[config.mk]
export PLATFORM = sky130hd
export DESIGN_NAME = font_render_ctrl_flat
export DESIGN_NICKNAME = d
export VERILOG_FILES = /design/src/rtl/font_render_ctrl_if.sv /design/src/rtl/font_render_ctrl.sv /design/src/flat_wrapper.sv
export SDC_FILE = /design/constraint.sdc
export NUM_CORES = 1
export LEC_CHECK = 0
export CAP_MARGIN = 10
export CORE_MARGIN = 3
export CORE_UTILIZATION = 52
export CTS_CLUSTER_DIAMETER = 50
export DETAILED_ROUTE_END_ITERATION = 10
export HOLD_SLACK_MARGIN = 0.1
export PLACE_DENSITY = 0.8
export SLEW_MARGIN = 20
export SYNTH_ARGS = -nofsm -noshare
export SYNTH_HDL_FRONTEND = slang
export SYNTH_SLANG_ARGS = --single-unit
export TNS_END_PERCENT = 1
[constraint.sdc]
create_clock -name clk -period 3.7 [get_ports clk]
set_input_delay 0.74 -clock clk [delete_from_list [all_inputs] [get_ports clk]]
set_output_delay 0.74 -clock clk [all_outputs]
set_load 0.01 [all_outputs]
[src/rtl/font_render_ctrl_if.sv]
// Character request and glyph column byte streams
// between the text formatter, font sequencer and LCD writer.
interface font_render_ctrl_if;
  logic       in_valid;
  logic [7:0] in_code;
  logic       in_ready;
  logic       out_valid;
  logic [7:0] out_data;
  logic       out_last;
  logic       out_ready;

  modport master (
    output in_valid,
    output in_code,
    output out_ready,
    input  in_ready,
    input  out_valid,
    input  out_data,
    input  out_last
  );

  modport slave (
    input  in_valid,
    input  in_code,
    input  out_ready,
    output in_ready,
    output out_valid,
    output out_data,
    output out_last
  );
endinterface

[src/rtl/font_render_ctrl.sv]
// Font ROM sequencer: maps a character code to its glyph,
// reads one ROM byte per column and streams the columns out.
module font_render_ctrl #(
  parameter int unsigned GLYPH_W    = 5,
  parameter logic [7:0]  FIRST_CHAR = 8'h20,
  parameter logic [7:0]  LAST_CHAR  = 8'h7F,
  parameter logic [7:0]  SUB_CHAR   = 8'h3F,
  parameter int unsigned ROM_LAT    = 1,
  parameter bit          SPACER     = 1'b1
) (
  input  logic                clk,
  input  logic                reset,
  font_render_ctrl_if.slave   bus,
  output logic                rom_rd,
  output logic [9:0]          rom_addr,
  input  logic [7:0]          rom_data,
  output logic                busy,
  output logic                err_char
);

  localparam int unsigned CLW =
    (GLYPH_W > 1) ? $clog2(GLYPH_W) : 1;
  localparam int unsigned CW =
    (ROM_LAT > 1) ? $clog2(ROM_LAT) : 1;
  localparam logic [CLW-1:0] COL_END =
    CLW'(GLYPH_W - 1);

  typedef enum logic [2:0] {
    IDLE,
    FETCH,
    WAIT,
    PUSH,
    PAD
  } state_t;

  state_t         state;
  logic [CLW-1:0] col;
  logic [CW-1:0]  cnt;
  logic [9:0]     base;

  logic           oor;
  logic [7:0]     code_m;
  logic [9:0]     base_n;

  always_comb begin
    oor    = (bus.in_code < FIRST_CHAR) ||
             (bus.in_code > LAST_CHAR);
    code_m = oor ? SUB_CHAR : bus.in_code;
    base_n = 10'(10'(code_m) - 10'(FIRST_CHAR))
           * 10'(GLYPH_W);
  end

  always_ff @(posedge clk) begin
    if (reset) begin
      state         <= IDLE;
      col           <= '0;
      cnt           <= '0;
      base          <= '0;
      rom_rd        <= 1'b0;
      rom_addr      <= '0;
      bus.in_ready  <= 1'b1;
      bus.out_valid <= 1'b0;
      bus.out_data  <= '0;
      bus.out_last  <= 1'b0;
      busy          <= 1'b0;
      err_char      <= 1'b0;
    end else begin
      err_char <= 1'b0;
      unique case (state)
        IDLE: begin
          if (bus.in_valid) begin
            base         <= base_n;
            col          <= '0;
            rom_addr     <= base_n;
            rom_rd       <= 1'b1;
            bus.in_ready <= 1'b0;
            busy         <= 1'b1;
            err_char     <= oor;
            state        <= FETCH;
          end
        end
        FETCH: begin
          rom_rd <= 1'b0;
          cnt    <= CW'(ROM_LAT - 1);
          state  <= WAIT;
        end
        WAIT: begin
          if (cnt == '0) begin
            bus.out_data  <= rom_data;
            bus.out_valid <= 1'b1;
            bus.out_last  <= !SPACER &&
                             (col == COL_END);
            state         <= PUSH;
          end else begin
            cnt <= cnt - 1'b1;
          end
        end
        PUSH: begin
          if (bus.out_ready) begin
            if (col == COL_END) begin
              if (SPACER) begin
                bus.out_data <= '0;
                bus.out_last <= 1'b1;
                state        <= PAD;
              end else begin
                bus.out_valid <= 1'b0;
                bus.out_last  <= 1'b0;
                bus.in_ready  <= 1'b1;
                busy          <= 1'b0;
                state         <= IDLE;
              end
            end else begin
              col           <= col + 1'b1;
              rom_addr      <= base + 10'(col) + 10'd1;
              rom_rd        <= 1'b1;
              bus.out_valid <= 1'b0;
              bus.out_last  <= 1'b0;
              state         <= FETCH;
            end
          end
        end
        PAD: begin
          if (bus.out_ready) begin
            bus.out_valid <= 1'b0;
            bus.out_last  <= 1'b0;
            bus.in_ready  <= 1'b1;
            busy          <= 1'b0;
            state         <= IDLE;
          end
        end
        default: state <= IDLE;
      endcase
    end
  end

endmodule

[src/flat_wrapper.sv]
// flat-port wrapper written by rule: the top's interface ports become plain ports
module font_render_ctrl_flat 
#(
  parameter int unsigned GLYPH_W    = 5,
  parameter logic [7:0]  FIRST_CHAR = 8'h20,
  parameter logic [7:0]  LAST_CHAR  = 8'h7F,
  parameter logic [7:0]  SUB_CHAR   = 8'h3F,
  parameter int unsigned ROM_LAT    = 1,
  parameter bit          SPACER     = 1'b1
)
  (clk, reset, rom_rd, rom_addr, rom_data, busy, err_char, bus_in_valid, bus_in_code, bus_out_ready, bus_in_ready, bus_out_valid, bus_out_data, bus_out_last);
  font_render_ctrl_if bus_i ();
  input  logic clk;
  input  logic reset;
  output logic rom_rd;
  output logic [9:0] rom_addr;
  input  logic [7:0] rom_data;
  output logic busy;
  output logic err_char;
  input wire logic [$bits(bus_i.in_valid)-1:0] bus_in_valid;
  input wire logic [$bits(bus_i.in_code)-1:0] bus_in_code;
  input wire logic [$bits(bus_i.out_ready)-1:0] bus_out_ready;
  output wire logic [$bits(bus_i.in_ready)-1:0] bus_in_ready;
  output wire logic [$bits(bus_i.out_valid)-1:0] bus_out_valid;
  output wire logic [$bits(bus_i.out_data)-1:0] bus_out_data;
  output wire logic [$bits(bus_i.out_last)-1:0] bus_out_last;
  assign bus_i.in_valid = bus_in_valid;
  assign bus_i.in_code = bus_in_code;
  assign bus_i.out_ready = bus_out_ready;
  assign bus_in_ready = bus_i.in_ready;
  assign bus_out_valid = bus_i.out_valid;
  assign bus_out_data = bus_i.out_data;
  assign bus_out_last = bus_i.out_last;
  font_render_ctrl #(.GLYPH_W(GLYPH_W), .FIRST_CHAR(FIRST_CHAR), .LAST_CHAR(LAST_CHAR), .SUB_CHAR(SUB_CHAR), .ROM_LAT(ROM_LAT), .SPACER(SPACER)) u_core (.clk(clk), .reset(reset), .bus(bus_i), .rom_rd(rom_rd), .rom_addr(rom_addr), .rom_data(rom_data), .busy(busy), .err_char(err_char));
endmodule
==> key figures, run 1 <==
Logic synthesis
  – Yosys reg bits: 40
  – EDFF count, synth: 0
  – Async S/R FF share, synth: 0%
  – Gate Count Post-Synth: 271
  – Yosys warnings: 0
  – Predominant post-synthesis flop cell: dfxtp_1
  – Avg Cell Area, Syn: 8.45 um^2
  – Unique cell type count in the Yosys netlist: 46
  – Netlist area before placement: 0.00229 mm^2
  – Part of the Yosys area used for sequential elements: 35.0%

Clock tree
  – Worst-Skew Late Latency: 0.29 ns
  – Root buffer cell: clkbuf_8
  – Post-CTS Hold Fix Bufs: 0
  – Htree depth: 2
  – Clock buffer depth: 2
  – CTS tree: done
  – Number of setup buffers added after CTS: 0
  – Cts repair resizes: 0
  – Clock-pin slew on the worst setup and hold paths: 0.07 ns
  – CTS Buf Count: 5
  – Clk sinks: 40

Timing
  – Hold Fails Final Rpt: 0
  – Fin crit share: 89.5%
  – Final Max Tran Viols: 0
  – Max-slew headroom: 51.8%
  – Worst hold slack: 0.457 ns
  – Worst slew pin tran: 0.715 ns
  – Unrepaired setup endpoints after global routing: false
  – Count of final setup violators: 0
  – Final worst setup slack: 0.388 ns
  – Clock Skews: 0.00627 ns
  – Max Freq: 0.302 GHz
  – Min Tclk post-route: 3.31 ns
  – Setup tns final: 0 ns

GRT
  – Vias in the first global route: 1972
  – First-pass GRT wire length: 9190 um
  – Global Route Usage Sum: 22.0%
  – Grt total ovfl: 0
  – Initial antenna violation count: 0
  – Largest net degree at the start of global routing: 20

Floorplan
  – Chip height: 72.4 um
  – # rows: 23
  – DIE WIDTH: 72.4 um
  – I/O pin count: 44
  – Starting Density: 55.6%
  – Die area: 0.00524 mm^2
  – Placeable Area: 0.00412 mm^2

Pwr
  – Clock power frac: 27.4%
  – Part of the power in combinational logic: 27.0%
  – Sequential share of power: 45.6%
  – Power Total: 1.10 mW
  – Switching power: 0.333 mW
  – VDD IR max: 326 uV
  – Cell Int Power: 0.763 mW
  – Pwr per Cell Area: 388 mW/mm^2
  – Leak pwr: 1.13 nW
  – Switching Share: 30.3%

Cells and area
  – Final #Nets: 349
  – Final Util: 68.6%
  – Most frequent cells in the layout: clkdlybuf4s50_1, dfxtp_1, nor2_1, nand2_1, a21oi_1
  – Antenna cells: 0
  – # fillers: 354
  – Area Overhead vs Synth: 23.3%
  – Commonest non-fill, non-tap cell in the layout: clkdlybuf4s50_1
  – Layout cell share with drive strength beyond 1: 7.05%
  – Post-route cell area: 0.00282 mm^2
  – Post-route insts no fill: 362

Drt
  – Wire per inst: 15.0 um
  – Drt pass-1 iters: 4
  – Vias per cell: 5.71
  – Vias: 2067
  – Final antenna-violating net count: 0
  – Total wire length: 5440 um
  – Iteration-0 DRC Markers: 205
  – Remaining DRCs: 0

Critical path
  – Crit-path max FO: 8
  – CP Capture Type: flop
  – Req. time, crit path: 3.85 ns
  – Crit Path Class: input port to flop
  – WP data arrival: 3.47 ns
  – Flop2flop setup slack: 1.60 ns
  – Worst r2r path cells: 5
  – RR Endpoint: u_core.rom_addr[8]
  – Setup crit start kind: input port
  – Reg2reg start: u_core.state[2]

Placement
  – Port Buffer Count: 43
  – Placed Instance Area: 0.00273 mm^2
  – Placement Setup Slack: 0.0806 ns
  – RePlAce Congestion: 0.822
  – DP Wirelength: 3970 um
  – Inst Count DP: 354

Hold path
  – Hold depth: 2
  – WHS Endpoint: u_core.rom_addr[4]
  – Hold crit path type: flop to flop
  – HP Start: u_core.rom_addr[4]

Job
  – Max-cap violations: 0

Outcome
  – Status: completed
[cells by family after synthesis]
| kind of cell | synth area share [%] |
|---|---|
| xor gates and xnor gates | 4.59 |
| DFF | 35.0 |
| AOI/OAI and AO/OA | 22.8 |
| other | 0.164 |
| adders and majority gates | 10.5 |
| buffers and inverters | 4.97 |
| muxes | 0.874 |
| and+or+nand+nor | 21.1 |
[final cells by class]
class                   instances  area, um^2  share of cell area (%)
well taps                      50        62.6                    2.22
repair buffers                 45         445                    15.8
multi-input cells             207        1380                    48.8
inverters                      12        45.0                    1.60
flip-flops and latches         40         801                    28.4
clock buffers                   8        90.1                    3.19
[state kept, by name, indices dropped and copies added, names as in the netlist, 3 cells and up]
signal,cells
u_core.base,10
u_core.rom_addr,10
u_core.bus.out_data,8
u_core.col,3
u_core.state,3
[worst max path at each step]
stage / end / depth (start not counted) / slack (ns) / start
floorplan: u_core.base[9] / 11 / 0.77 / bus_in_code[7]
global placement: u_core.base[9] / 12 / 0.20 / bus_in_code[5]
detailed placement: u_core.rom_addr[7] / 12 / 0.08 / bus_in_code[7]
CTS: u_core.rom_addr[7] / 12 / 0.39 / bus_in_code[5]
global route: u_core.base[9] / 13 / 0.21 / bus_in_code[5]
finish: u_core.rom_addr[7] / 12 / 0.39 / bus_in_code[5]
[cell usage after synthesis (2+ instances only)]
library cell / n / area (um^2)
and3b_1: 2 / 17.5
nand2b_1: 3 / 18.8
buf_6: 2 / 22.5
nor3_1: 7 / 35.0
mux2i_1: 2 / 20.0
and3_1: 5 / 31.3
a31o_2: 2 / 17.5
o21ai_0: 7 / 35.0
inv_1: 12 / 45.0
nor3_2: 2 / 20.0
clkbuf_1: 7 / 26.3
nand4_1: 2 / 12.5
dfxtp_1: 40 / 801
a22oi_1: 8 / 60.1
or2_2: 4 / 25.0
o41ai_2: 2 / 32.5
fa_1: 2 / 40.0
xnor2_1: 6 / 52.6
nand3b_1: 2 / 15.0
nor2_1: 32 / 120
a21o_1: 2 / 15.0
a211oi_1: 9 / 67.6
a32oi_1: 2 / 17.5
ha_1: 16 / 200
a31oi_1: 2 / 12.5
a21oi_1: 27 / 135
and2_1: 2 / 12.5
xor2_1: 6 / 52.6
buf_2: 4 / 20.0
nand3_1: 3 / 15.0
o21bai_1: 3 / 22.5
nand2_1: 32 / 120
[power groups by stage]
stage	sequential [mW]	clock (mW)	combinational, mW
3_5_place_dp	0.508	0	0.294
2_1_floorplan	0.510	0	0.185
4_1_cts	0.499	0.305	0.297
6_report	0.499	0.300	0.296
5_1_grt	0.504	0.329	0.331
3_3_place_gp	0.507	0	0.290
[worst max-delay path: stages]
cell and delay [ns]:
clkdlybuf4s50_1 0.53, o21bai_1 0.19, or2_2 0.32, ha_1 0.28, ha_1 0.17, inv_1 0.06
fa_1 0.41, nand2b_1 0.20, a21oi_1 0.18, xor2_1 0.10, a32oi_1 0.20, o41ai_2 0.10
[per-layer routing]
| layer | part of all wire [%] | vias to the layer above | wire (um) | GRT usage [%] |
|---|---|---|---|---|
| li1 | - | 1033 | - | - |
| met1 | 46 | 989 | 2510 | 29.9 |
| met2 | 49 | 41 | 2680 | 35.4 |
| met3 | 3.7 | 4 | 204 | 4.02 |
| met4 | 0.86 | 0 | 47 | 7.10 |
| met5 | 0 | - | 0 | 0 |
Note: power is estimated with default switching activity, not from simulation.
==> inputs of run 2 (changes only) <==
--- a/config.mk
+++ b/config.mk
@@ -6,12 +6,12 @@
 export NUM_CORES = 1
 export LEC_CHECK = 0
 export CAP_MARGIN = 10
-export CORE_MARGIN = 3
-export CORE_UTILIZATION = 52
+export CORE_MARGIN = 10
+export CORE_UTILIZATION = 56
 export CTS_CLUSTER_DIAMETER = 50
 export DETAILED_ROUTE_END_ITERATION = 10
 export HOLD_SLACK_MARGIN = 0.1
-export PLACE_DENSITY = 0.8
+export PLACE_DENSITY = 0.85
 export SLEW_MARGIN = 20
 export SYNTH_ARGS = -nofsm -noshare
 export SYNTH_HDL_FRONTEND = slang
==> constraint.sdc (replaced) <==
create_clock -name clk -period 3.95 [get_ports clk]
set_input_delay 0.79 -clock clk [delete_from_list [all_inputs] [get_ports clk]]
set_output_delay 0.79 -clock clk [all_outputs]
set_load 0.01 [all_outputs]
==> key figures, run 2 (synthesized netlist as in run 1, its figures left out) <==
Critical path
  – CP delay by family, top: adder cells
  – CP Capture Type: flop
  – WP data arrival: 3.51 ns
  – Setup crit start kind: input port
  – Req. time, crit path: 4.10 ns
  – CP most frequent cell: ha_1
  – Crit Path Class: input port to flop
  – Crit-path cells: clkdlybuf4s50_1, o21bai_1, or2_2, ha_1, ha_1, inv_1, fa_1, nand2b_1, a21oi_1, xor2_1, a32oi_1, o41ai_2
  – Buf/Inv on CP: 2
  – Slowest CP cell: clkdlybuf4s50_1
  – Max stage delay on crit path: 0.54 ns
  – Crit-path max FO: 8

Timing
  – Count of final setup violators: 0
  – Max Freq: 0.297 GHz
  – Final Max Tran Viols: 0
  – Worst slew pin tran: 0.693 ns
  – Fin crit share: 85.1%
  – Unrepaired setup endpoints after global routing: false
  – Min Tclk post-route: 3.36 ns
  – Worst hold slack: 0.458 ns
  – Max-slew headroom: 53.3%
  – Setup tns final: 0 ns
  – Hold Fails Final Rpt: 0
  – Clock Skews: 0.00852 ns

Hold path
  – Hold crit path type: flop to flop

Clock tree
  – CTS Buf Count: 5
  – Cts repair resizes: 0
  – Root buffer cell: clkbuf_8
  – Clk sinks: 40
  – Clock-pin slew on the worst setup and hold paths: 0.07 ns
  – CTS tree: done
  – Htree depth: 2
  – Worst-Skew Late Latency: 0.29 ns
  – Post-CTS Hold Fix Bufs: 0
  – Clock buffer depth: 2
  – Number of setup buffers added after CTS: 0

Cells and area
  – Antenna cells: 0
  – Area Overhead vs Synth: 22.7%
  – Most frequent cells in the layout: clkdlybuf4s50_1, dfxtp_1, nor2_1, nand2_1, a21oi_1
  – Biggest registers after layout: u_core.base (10), u_core.rom_addr (10), u_core.bus.out_data (8)
  – Final #Nets: 349
  – Layout cell share with drive strength beyond 1: 7.07%
  – Commonest non-fill, non-tap cell in the layout: clkdlybuf4s50_1
  – # fillers: 322

Pwr
  – Sequential share of power: 46.7%
  – Switching Share: 30.8%
  – VDD IR max: 189 uV
  – Clock power frac: 25.4%
  – Pwr per Cell Area: 356 mW/mm^2
  – Switching power: 0.308 mW
  – Cell Int Power: 0.693 mW
  – Part of the power in combinational logic: 27.8%
  – Leak pwr: 1.12 nW

Drt
  – Drt pass-1 iters: 4
  – Vias per cell: 5.66
  – Wire per inst: 15.4 um
  – Iteration-0 DRC Markers: 149
  – Total wire length: 5560 um
  – Vias: 2043
  – Final antenna-violating net count: 0
  – Remaining DRCs: 0

Floorplan
  – Starting Density: 57.7%
  – I/O pin count: 44
  – Chip height: 83.9 um
  – DIE WIDTH: 83.9 um
  – Die area: 0.00705 mm^2
  – # rows: 23
  – Placeable Area: 0.00397 mm^2

Outcome
  – Status: completed

GRT
  – Global Route Usage Sum: 15.9%
  – Largest net degree at the start of global routing: 37
  – Initial antenna violation count: 0
  – Vias in the first global route: 1968
  – Grt total ovfl: 0
  – First-pass GRT wire length: 9560 um

Placement
  – DP Wirelength: 4130 um
  – Port Buffer Count: 43
  – RePlAce Congestion: 0.845

Job
  – Max-cap violations: 0
## run 2: cell count changes in the layout (fill, tap and decap cells not counted), sizes merged
| cell | previous run | this run |
|---|---|---|
| clkbuf | 8 | 6 |
| clkinv | 0 | 1 |
## run 2: layout make-up
cell class | instances | area, um^2 | area share, %
inverters | 12 | 45.0 | 1.60
flip-flops and latches | 40 | 801 | 28.5
clock buffers | 6 | 72.6 | 2.58
clock inverters | 1 | 5.00 | 0.178
well taps | 50 | 62.6 | 2.23
repair buffers | 45 | 445 | 15.9
multi-input cells | 207 | 1380 | 49.1
## run 2: final timing paths
kind | start | endpoint | slack, ns | cells past startpoint
worst max-delay path | bus_in_code[5] | u_core.rom_addr[7] | 0.59 | 12
worst min-delay path | u_core.bus.out_last | u_core.bus.out_last | 0.46 | 2
worst max register to register | u_core.state[0] | u_core.rom_addr[8] | 1.89 | 5
worst min register to register | u_core.bus.out_last | u_core.bus.out_last | 0.46 | 2
## run 2: power groups by stage
stage               Combinational, mW  Clock (mW)  Sequential, mW
finish                          0.278       0.255           0.468
floorplan                       0.173           0           0.478
global route                    0.311       0.279           0.473
detailed placement              0.277           0           0.476
global placement                0.270           0           0.475
CTS                             0.280       0.259           0.467
## run 2: layer usage
layer	track usage, %	wire length [um]	up-vias	part of all wire, %
li1	-	-	1039	-
met2	28.2	2810	42	51
met4	3.65	51	0	0.92
met5	0	0	-	0
met1	18.3	2430	955	44
met3	4.39	258	7	4.6
## run 2: tightest hold or removal path, cell delays in order, from the launching register on
cell     delay (ns)
dfxtp_1        0.31
nand2_1        0.05
a21oi_1        0.05
## run 2: metrics by stage
| step | instances | power (mW) | instance area, um^2 | utilization [%] | worst slack [ns] |
|---|---|---|---|---|---|
| floorplan | 272 | 0.651 | 2290 | - | 0.969 |
| global placement | 354 | 0.745 | 2730 | 68.8 | 0.416 |
| detailed placement | 354 | 0.754 | 2730 | 68.8 | 0.306 |
| CTS | 361 | 1.01 | 2810 | 70.8 | 0.612 |
| global route | 361 | 1.06 | 2810 | 70.8 | 0.389 |
| finish | 361 | 1.00 | 2810 | 70.8 | 0.588 |
